===== src/rtl/pwm_cfg_ctrl_if.sv =====
// Byte-level link between the SPI slave and the PWM config controller.
// The SPI side presents received bytes; the controller returns the next byte to shift out.
interface pwm_cfg_ctrl_if;
    logic       ss;
    logic       rx_avail;
    logic [7:0] rx_byte;
    logic [7:0] tx_byte;

    modport master (output ss, output rx_avail, output rx_byte, input tx_byte);
    modport slave  (input ss, input rx_avail, input rx_byte, output tx_byte);
endinterface


===== src/rtl/pwm_cfg_ctrl.sv =====
// SPI command controller for a bank of PWM channels: parses header + 16-bit frames,
// owns per-channel freq/duty registers and prepares read-back bytes for the SPI slave.
module pwm_cfg_ctrl #(
    parameter int NUM_CH   = 4,
    parameter int DEF_FREQ = 490,
    parameter int DEF_DUTY = 1250
) (
    input  logic                 clk,
    input  logic                 rst_n,
    pwm_cfg_ctrl_if.slave        spi,
    output logic [16*NUM_CH-1:0] freq_bus,
    output logic [16*NUM_CH-1:0] duty_bus,
    output logic [NUM_CH-1:0]    cfg_upd,
    output logic                 err
);

    typedef enum logic [1:0] {S_HDR, S_LO, S_HI, S_SKIP} state_t;

    localparam logic [4:0] NCH = 5'(NUM_CH);

    state_t      state, state_nxt;
    logic        ss_p0, ss_p1, ss_p2;
    logic        rx_prev;
    logic        ss_fall, byte_evt;
    logic [3:0]  ch, ch_nxt;
    logic [4:0]  ch_inc;
    logic        sel, sel_nxt, wr, wr_nxt, ainc, ainc_nxt;
    logic [7:0]  lo_byte, lo_nxt, tx_q, tx_nxt;
    logic        err_nxt;
    logic [NUM_CH-1:0] upd_nxt;
    logic        commit;
    logic [15:0] commit_val;
    logic [7:0]  hdr_b, cur_hi_b, inc_lo_b;
    logic [15:0] freq_r [NUM_CH];
    logic [15:0] duty_r [NUM_CH];

    function automatic logic [7:0] rd_byte(input logic s, input logic [4:0] idx, input logic hi);
        logic [15:0] v;
        v = '0;
        for (int c = 0; c < NUM_CH; c++) begin
            if (idx == 5'(c)) v = s ? duty_r[c] : freq_r[c];
        end
        return hi ? v[15:8] : v[7:0];
    endfunction

    // ss_p1 is the synchronised select; ss_p2 is its previous value for edge detection
    assign ss_fall  = ss_p2 & ~ss_p1;
    assign byte_evt = spi.rx_avail & ~rx_prev & ~ss_p1;
    assign ch_inc   = {1'b0, ch} + 5'd1;

    assign hdr_b    = rd_byte(spi.rx_byte[4], {1'b0, spi.rx_byte[3:0]}, 1'b0);
    assign cur_hi_b = rd_byte(sel, {1'b0, ch}, 1'b1);
    assign inc_lo_b = rd_byte(sel, ch_inc, 1'b0);

    always_ff @(posedge clk or negedge rst_n) begin
        if (!rst_n) state <= S_HDR;
        else        state <= state_nxt;
    end

    always_comb begin
        state_nxt  = state;
        ch_nxt     = ch;
        sel_nxt    = sel;
        wr_nxt     = wr;
        ainc_nxt   = ainc;
        lo_nxt     = lo_byte;
        tx_nxt     = tx_q;
        err_nxt    = ss_fall ? 1'b0 : err;
        upd_nxt    = '0;
        commit     = 1'b0;
        commit_val = {spi.rx_byte, lo_byte};
        if (ss_p1) begin
            state_nxt = S_HDR;
            tx_nxt    = 8'h00;
            lo_nxt    = 8'h00;
        end else if (byte_evt) begin
            case (state)
                S_HDR: begin
                    if (spi.rx_byte[7] || ({1'b0, spi.rx_byte[3:0]} >= NCH)) begin
                        err_nxt   = 1'b1;
                        wr_nxt    = 1'b0;
                        tx_nxt    = 8'h00;
                        state_nxt = S_SKIP;
                    end else begin
                        ch_nxt    = spi.rx_byte[3:0];
                        sel_nxt   = spi.rx_byte[4];
                        wr_nxt    = spi.rx_byte[5];
                        ainc_nxt  = spi.rx_byte[6];
                        tx_nxt    = spi.rx_byte[5] ? spi.rx_byte : hdr_b;
                        state_nxt = S_LO;
                    end
                end
                S_LO: begin
                    lo_nxt    = spi.rx_byte;
                    tx_nxt    = wr ? spi.rx_byte : cur_hi_b;
                    state_nxt = S_HI;
                end
                S_HI: begin
                    tx_nxt    = wr ? spi.rx_byte : 8'h00;
                    state_nxt = S_SKIP;
                    // a zero frequency would stall the PWM counter, so it is refused
                    if (wr && !sel && commit_val == 16'h0000) begin
                        err_nxt = 1'b1;
                    end else begin
                        if (wr) begin
                            commit = 1'b1;
                            for (int c = 0; c < NUM_CH; c++) begin
                                if (ch == 4'(c)) upd_nxt[c] = 1'b1;
                            end
                        end
                        if (ainc) begin
                            if (ch_inc >= NCH) begin
                                err_nxt = 1'b1;
                            end else begin
                                ch_nxt    = ch_inc[3:0];
                                state_nxt = S_LO;
                                if (!wr) tx_nxt = inc_lo_b;
                            end
                        end
                    end
                end
                default: begin
                    tx_nxt = wr ? spi.rx_byte : 8'h00;
                end
            endcase
        end
    end

    always_ff @(posedge clk or negedge rst_n) begin
        if (!rst_n) begin
            ss_p0   <= 1'b1;
            ss_p1   <= 1'b1;
            ss_p2   <= 1'b1;
            rx_prev <= 1'b0;
            ch      <= '0;
            sel     <= 1'b0;
            wr      <= 1'b0;
            ainc    <= 1'b0;
            lo_byte <= 8'h00;
            tx_q    <= 8'h00;
            err     <= 1'b0;
            cfg_upd <= '0;
            for (int c = 0; c < NUM_CH; c++) begin
                freq_r[c] <= 16'(DEF_FREQ);
                duty_r[c] <= 16'(DEF_DUTY);
            end
        end else begin
            ss_p0   <= spi.ss;
            ss_p1   <= ss_p0;
            ss_p2   <= ss_p1;
            rx_prev <= spi.rx_avail;
            ch      <= ch_nxt;
            sel     <= sel_nxt;
            wr      <= wr_nxt;
            ainc    <= ainc_nxt;
            lo_byte <= lo_nxt;
            tx_q    <= tx_nxt;
            err     <= err_nxt;
            cfg_upd <= upd_nxt;
            if (commit) begin
                for (int c = 0; c < NUM_CH; c++) begin
                    if (ch == 4'(c)) begin
                        if (sel) duty_r[c] <= commit_val;
                        else     freq_r[c] <= commit_val;
                    end
                end
            end
        end
    end

    assign spi.tx_byte = tx_q;

    for (genvar c = 0; c < NUM_CH; c++) begin : g_bus
        assign freq_bus[16*c +: 16] = freq_r[c];
        assign duty_bus[16*c +: 16] = duty_r[c];
    end

endmodule

===== src/flat_wrapper.sv =====
// flat-port wrapper written by rule: the top's interface ports become plain ports
module pwm_cfg_ctrl_flat 
#(
    parameter int NUM_CH   = 4,
    parameter int DEF_FREQ = 490,
    parameter int DEF_DUTY = 1250
)
  (clk, rst_n, freq_bus, duty_bus, cfg_upd, err, spi_ss, spi_rx_avail, spi_rx_byte, spi_tx_byte);
  pwm_cfg_ctrl_if spi_i ();
  input  logic clk;
  input  logic rst_n;
  output logic [16*NUM_CH-1:0] freq_bus;
  output logic [16*NUM_CH-1:0] duty_bus;
  output logic [NUM_CH-1:0] cfg_upd;
  output logic err;
  input wire logic [$bits(spi_i.ss)-1:0] spi_ss;
  input wire logic [$bits(spi_i.rx_avail)-1:0] spi_rx_avail;
  input wire logic [$bits(spi_i.rx_byte)-1:0] spi_rx_byte;
  output wire logic [$bits(spi_i.tx_byte)-1:0] spi_tx_byte;
  assign spi_i.ss = spi_ss;
  assign spi_i.rx_avail = spi_rx_avail;
  assign spi_i.rx_byte = spi_rx_byte;
  assign spi_tx_byte = spi_i.tx_byte;
  pwm_cfg_ctrl #(.NUM_CH(NUM_CH), .DEF_FREQ(DEF_FREQ), .DEF_DUTY(DEF_DUTY)) u_core (.clk(clk), .rst_n(rst_n), .spi(spi_i), .freq_bus(freq_bus), .duty_bus(duty_bus), .cfg_upd(cfg_upd), .err(err));
endmodule

===== config.mk =====
export PLATFORM = sky130hd
export DESIGN_NAME = pwm_cfg_ctrl_flat
export DESIGN_NICKNAME = d
export VERILOG_FILES = /design/src/rtl/pwm_cfg_ctrl_if.sv /design/src/rtl/pwm_cfg_ctrl.sv /design/src/flat_wrapper.sv
export SDC_FILE = /design/constraint.sdc
export NUM_CORES = 1
export LEC_CHECK = 0
export CELL_PAD_IN_SITES_DETAIL_PLACEMENT = 0
export CELL_PAD_IN_SITES_GLOBAL_PLACEMENT = 1
export CORE_MARGIN = 2
export CORE_UTILIZATION = 46
export DETAILED_ROUTE_END_ITERATION = 8
export PLACE_DENSITY_LB_ADDON = 0.05
export SYNTH_ARGS = -nofsm -noshare
export SYNTH_HDL_FRONTEND = slang
export SYNTH_SLANG_ARGS = --single-unit

===== constraint.sdc =====
create_clock -name clk -period 4.75 [get_ports clk]
set_input_delay 0.475 -clock clk [delete_from_list [all_inputs] [get_ports clk]]
set_output_delay 0.475 -clock clk [all_outputs]
set_load 0.01 [all_outputs]

* Yosys cells after proc, flatten, opt, wreduce, memory -nomap -nowiden
Cells that the tools add are included.
Widths: inputs -> output; s select.
** Word-level totals
- Bits in registers :: 162
- Memory bits (read-only) :: 0
- Output and inout bits :: 141
- Memories kept :: 0
- Bits of input ports :: 12
- RAM bits :: 0
- Word-level logic and storage cells :: 141
- Latch bits :: 0
** Operators by class
- $lt $le $gt $ge :: 2
- Divide/modulo/power cells :: 0
- Bitwise operators :: 7
- Reductions and logical operators :: 26
- Multiplexer cells :: 69
- Multiply operators :: 0
- Add/sub/neg operators :: 1
- Eq/ne operators :: 15
- Shift operators :: 0
** Operators with widths (count)
- $mux 8 :: 25
- $mux 16 :: 8
- $mux 4 :: 9
- $reduce_and 3->1 :: 9
- $pmux 8 s3 :: 1
- $mux 1 :: 17
- $eq 4x2->1 const B :: 4
- $logic_not 16->1 :: 1
- $mux 2 :: 6
- $eq 5x2->1 const B :: 2
- $eq 4x1->1 const B :: 2
- $logic_not 4->1 :: 2
- $pmux 4 s2 :: 1
- $reduce_and 7->1 :: 1
- $ne 2x2->1 const B :: 3
- $pmux 2 s3 :: 1
- $reduce_bool 2->1 :: 3
- $add 4x1->5 const B :: 1
- $eq 5x1->1 const B :: 1
- $ge 5x3->1 const B :: 1
- $logic_not 5->1 :: 1
- $ge 4x3->1 const B :: 1
- $not 1->1 :: 4
- $reduce_and 2->1 :: 2
- other kinds (11) :: 14

* Logic depth before layout (Yosys ltp)
- Word-level depth :: 13
- Depth in mapped cells :: 9
- Mapped depth without buffers :: 8

* Least setup slack after synthesis
No wires, ideal clock.
- Path type :: register to register
- Start :: register u_core.ch[1]
- End :: register u_core.freq_r, in the netlist u_core.freq_bus[25]
- Cell stages (with the launch flop) :: 9
- Setup slack :: 2.434 ns
- Setup time :: 0.125 ns
- Arrival time :: 2.190 ns
- Path buffers :: 3
- Path through :: dfrtp_1 -> inv_1 -> ha_1 -> or3b_2 -> buf_2 -> or3_1 -> buf_6 -> buf_12 -> mux2_4
** Between the ends
- Longest elaborated chain between the ends :: 2
** RTL lines
- from (decl) :: RTL line pwm_cfg_ctrl.sv:25 : logic [3:0] ch, ch_nxt;
- from (signal assigned) :: RTL line pwm_cfg_ctrl.sv:152 : ch <= ch_nxt;
- $eq 4x1->1 :: RTL line pwm_cfg_ctrl.sv:162 : if (ch == 4'(c)) begin
- $reduce_and 3->1 (no line)
- to (signal, indexed assignment) :: RTL line pwm_cfg_ctrl.sv:144 : freq_r[c] <= 16'(DEF_FREQ);
- to (signal, indexed assignment) :: RTL line pwm_cfg_ctrl.sv:164 : else freq_r[c] <= commit_val;
- to (decl) :: RTL line pwm_cfg_ctrl.sv:34 : logic [15:0] freq_r [NUM_CH];
No other way between the ends.
A chain may end at the register's enable or synchronous reset.

* Worst setup path after layout
- Start :: input spi_rx_avail
- End :: register u_core.freq_r, in the netlist u_core.freq_bus[29]
** Between the ends
- Longest elaborated chain between the ends :: 5
** RTL lines
- from (decl) :: RTL line flat_wrapper.sv:17 : input wire logic [$bits(spi_i.rx_avail)-1:0] spi_rx_avail;
- $and 1x1->1 (2 in a row) :: RTL line pwm_cfg_ctrl.sv:48 : assign byte_evt = spi.rx_avail & ~rx_prev & ~ss_p1;
- $mux 1 :: RTL line pwm_cfg_ctrl.sv:76 : end else if (byte_evt) begin
- $mux 1 :: RTL line pwm_cfg_ctrl.sv:72 : if (ss_p1) begin
- $reduce_and 3->1 (no line)
No other way between the ends.

==> qor.txt <==
Reg2Reg Depth = 7
Period minus WS final = 3250 ps
Critical path, cell by cell = clkdlybuf4s50_1, nand2b_1, nor2_1, nand4_2, or3_1, buf_4, mux2_4
Die width = 142 um
Gp weighted congestion = 0.872
Type of origin of the critical path = input port
Final worst slack = 1500 ps
CTS H-tree lvls = 4
MaxCap Viol Count = 0
Worst path depth = 7
Dominant cells by area after synthesis = dfrtp_1, mux2_2, dfstp_2
Seq. cell area = 0.00412 sq mm
Net switching power figure = 1.02 mW
Antenna violations before repair = 0
Detailed Place HPWL = 18300 um
Iteration-0 DRC Markers = 556
Cell variety after synth = 58
Clock Tree Buf Depth = 2
Max-Slew Margin vs Limit = 0.404
Most common cell after layout, fill and taps aside = clkdlybuf4s50_1
CP max-delay cell = or3_1
Pleak = 4.75 nW
Synth top area share = 0.328
Logic pwr share = 0.149
Post-CTS sizing = 0
Mapped Nets = 726
Gr usage total = 0.277
Die Area = 0.0202 sq mm
Synthesized flop and latch total = 162
Routed length per instance = 25.4 um
RSZ-0062 raised after global routing = no
Tcrit/Tclk final = 0.684
Switching Share = 0.304
Number of vias per cell = 6.13
Synth-to-Final Area Change = 24.6%
Chip Height = 142 um
Post-synthesis instance area = 0.00879 sq mm
Setup-failing EPs final = 0
Hold Buf Count CTS = 0
DR pass1 iterations = 7
Yosys warns = 0
DRC errors left = 0
Synth Instances = 703
Post-Layout Cell Count = 1074
Initial Utilization = 0.470
Final ANT Viol Nets = 0
CP Max Fanout = 11
Area of the multi-input gates = 0.00427 sq mm
Req. time, crit path = 5070 ps
Kind of critical path = in -> reg
Clk_skew = 9.77 ps
Post-CTS Setup Bufs = 0
Final hold viol count = 0
PortBufs = 152
Nets = 850
Cells after DPL = 1042
Vias = 6586
Final Cell Area = 0.0109 sq mm
Hold WC Path Type = in -> async
FF-to-FF setup slack = 1510 ps
Main synth FF type = dfrtp_1
TritonCTS clock tree = done
Num Clock Sinks = 162
Final core occ = 0.585
Worst hold slack = 52.6 ps
Post-synth EDFFs = 0
First-pass GRT wire length = 41800 um
Num ports = 153
Design Power = 3.35 mW
Layout cells sized above 1 = 0.326
Outcome = complete, no violations
CP delay by family, top = simple AND/OR/NAND/NOR gates
CP Capture Type = register
Number of buffers created by CTS = 17
Internal Pwr Total = 2.34 mW
Buffer and inverter count on the worst path = 2
Synthesized area per cell = 12.5 sq um
Total global routing overflow = 0
Flop pwr share = 0.437
Seq/Total Area, Yosys = 0.468
Clk_lat worst skew = 440 ps
Fraction of registers with async set/reset = 1.00
Worst slack, placed = 1110 ps
Post-DP Area = 0.0104 sq mm
Num rows = 50
CTS root buf = clkbuf_16
Max VDD drop = 228 uV
Final WL = 27300 um
PwrDens = 306 mW/mm^2
Worst-path clk slew = 70 ps
Setup TNS = 0 ps
Most frequent cells in the layout = clkdlybuf4s50_1, dfrtp_1, mux2_2
Critical Path AT = 3570 ps
Area of the core = 0.0187 sq mm
Vias in the first global route = 6734
Fillers = 1569
Largest net degree at the start of global routing = 70
Top cell type by total area after synthesis = dfrtp_1
CP max stage delay = 790 ps
Slew @ Worst Pin = 892 ps
# diodes = 0
Clk pwr share = 0.414
Final Max Tran Viols = 0
Max Clk Rate = 0.308 GHz
## logic make-up after synthesis
group                      synth area share
muxes                                 0.302
DFF                                   0.468
AOI/OAI and AO/OA                    0.0946
and+or+nand+nor                      0.0728
buffers and inverters                0.0464
adders and majority gates            0.0157
## power by group through the flow
stage / Combinational, mW / Clock (mW) / Sequential, mW
6_report: 0.501 / 1.39 / 1.47
2_1_floorplan: 0.337 / 0 / 1.45
3_3_place_gp: 0.494 / 0 / 1.49
5_1_grt: 0.542 / 1.47 / 1.47
4_1_cts: 0.500 / 1.41 / 1.47
3_5_place_dp: 0.497 / 0 / 1.49
## final cells by class
cell class | count | area share
Multi-Input combinational cell | 467 | 0.390
Tap cell | 234 | 0.0267
Clock buffer | 17 | 0.0389
Sequential cell | 162 | 0.376
Timing Repair Buffer | 170 | 0.151
Clock inverter | 15 | 0.0147
Inverter | 9 | 0.00309
## metal layers
| layer | track usage | part of all wire | vias up |
|---|---|---|---|
| li1 | - | - | 2866 |
| met2 | 0.439 | 0.48 | 276 |
| met3 | 0.0407 | 0.061 | 40 |
| met1 | 0.397 | 0.44 | 3404 |
| met5 | 0 | 0 | - |
| met4 | 0.0837 | 0.021 | 0 |
## final timing paths
kind | start | endpoint
worst min register to register | u_core.ss_p0 | u_core.ss_p1
worst max register to register | u_core.lo_byte[5] | u_core.freq_bus[29]
worst max-delay path | spi_rx_avail | u_core.freq_bus[29]
max in group asynchronous | rst_n | u_core.spi.tx_byte[1]
worst min-delay path | rst_n | u_core.duty_bus[24]
min in group clk | u_core.ss_p0 | u_core.ss_p1
## Yosys cell counts, types with 6 or more instances
cell,count
nor2_1,23
dfstp_2,47
nor2b_1,7
or3_1,6
nand2b_1,6
mux2i_1,57
a22oi_1,19
mux4_2,10
a21oi_1,26
nand3_1,12
clkbuf_1,31
mux2_4,40
nand2_1,25
ha_1,11
buf_2,22
o211ai_1,6
o22ai_1,14
a211oi_1,9
inv_1,9
dfrtp_1,115
o21ai_0,20
mux2_2,112
## worst reg2reg max path, delay by kind of cell, from the launching register on
family	cells	cell delay, ps
buffers and inverters	1	380
flip-flops	1	530
AND/OR/NAND/NOR	5	1900
multiplexers	1	330
## state kept, by name (all words and copies together) (netlist names), 2 cells and up
| name | cells |
|---|---|
| u_core.cfg_upd | 4 |
| u_core.ch | 4 |
| u_core.duty_bus | 64 |
| u_core.freq_bus | 64 |
| u_core.lo_byte | 8 |
| u_core.spi.tx_byte | 8 |
| u_core.state | 2 |
Power figures use the tool's default switching activity.
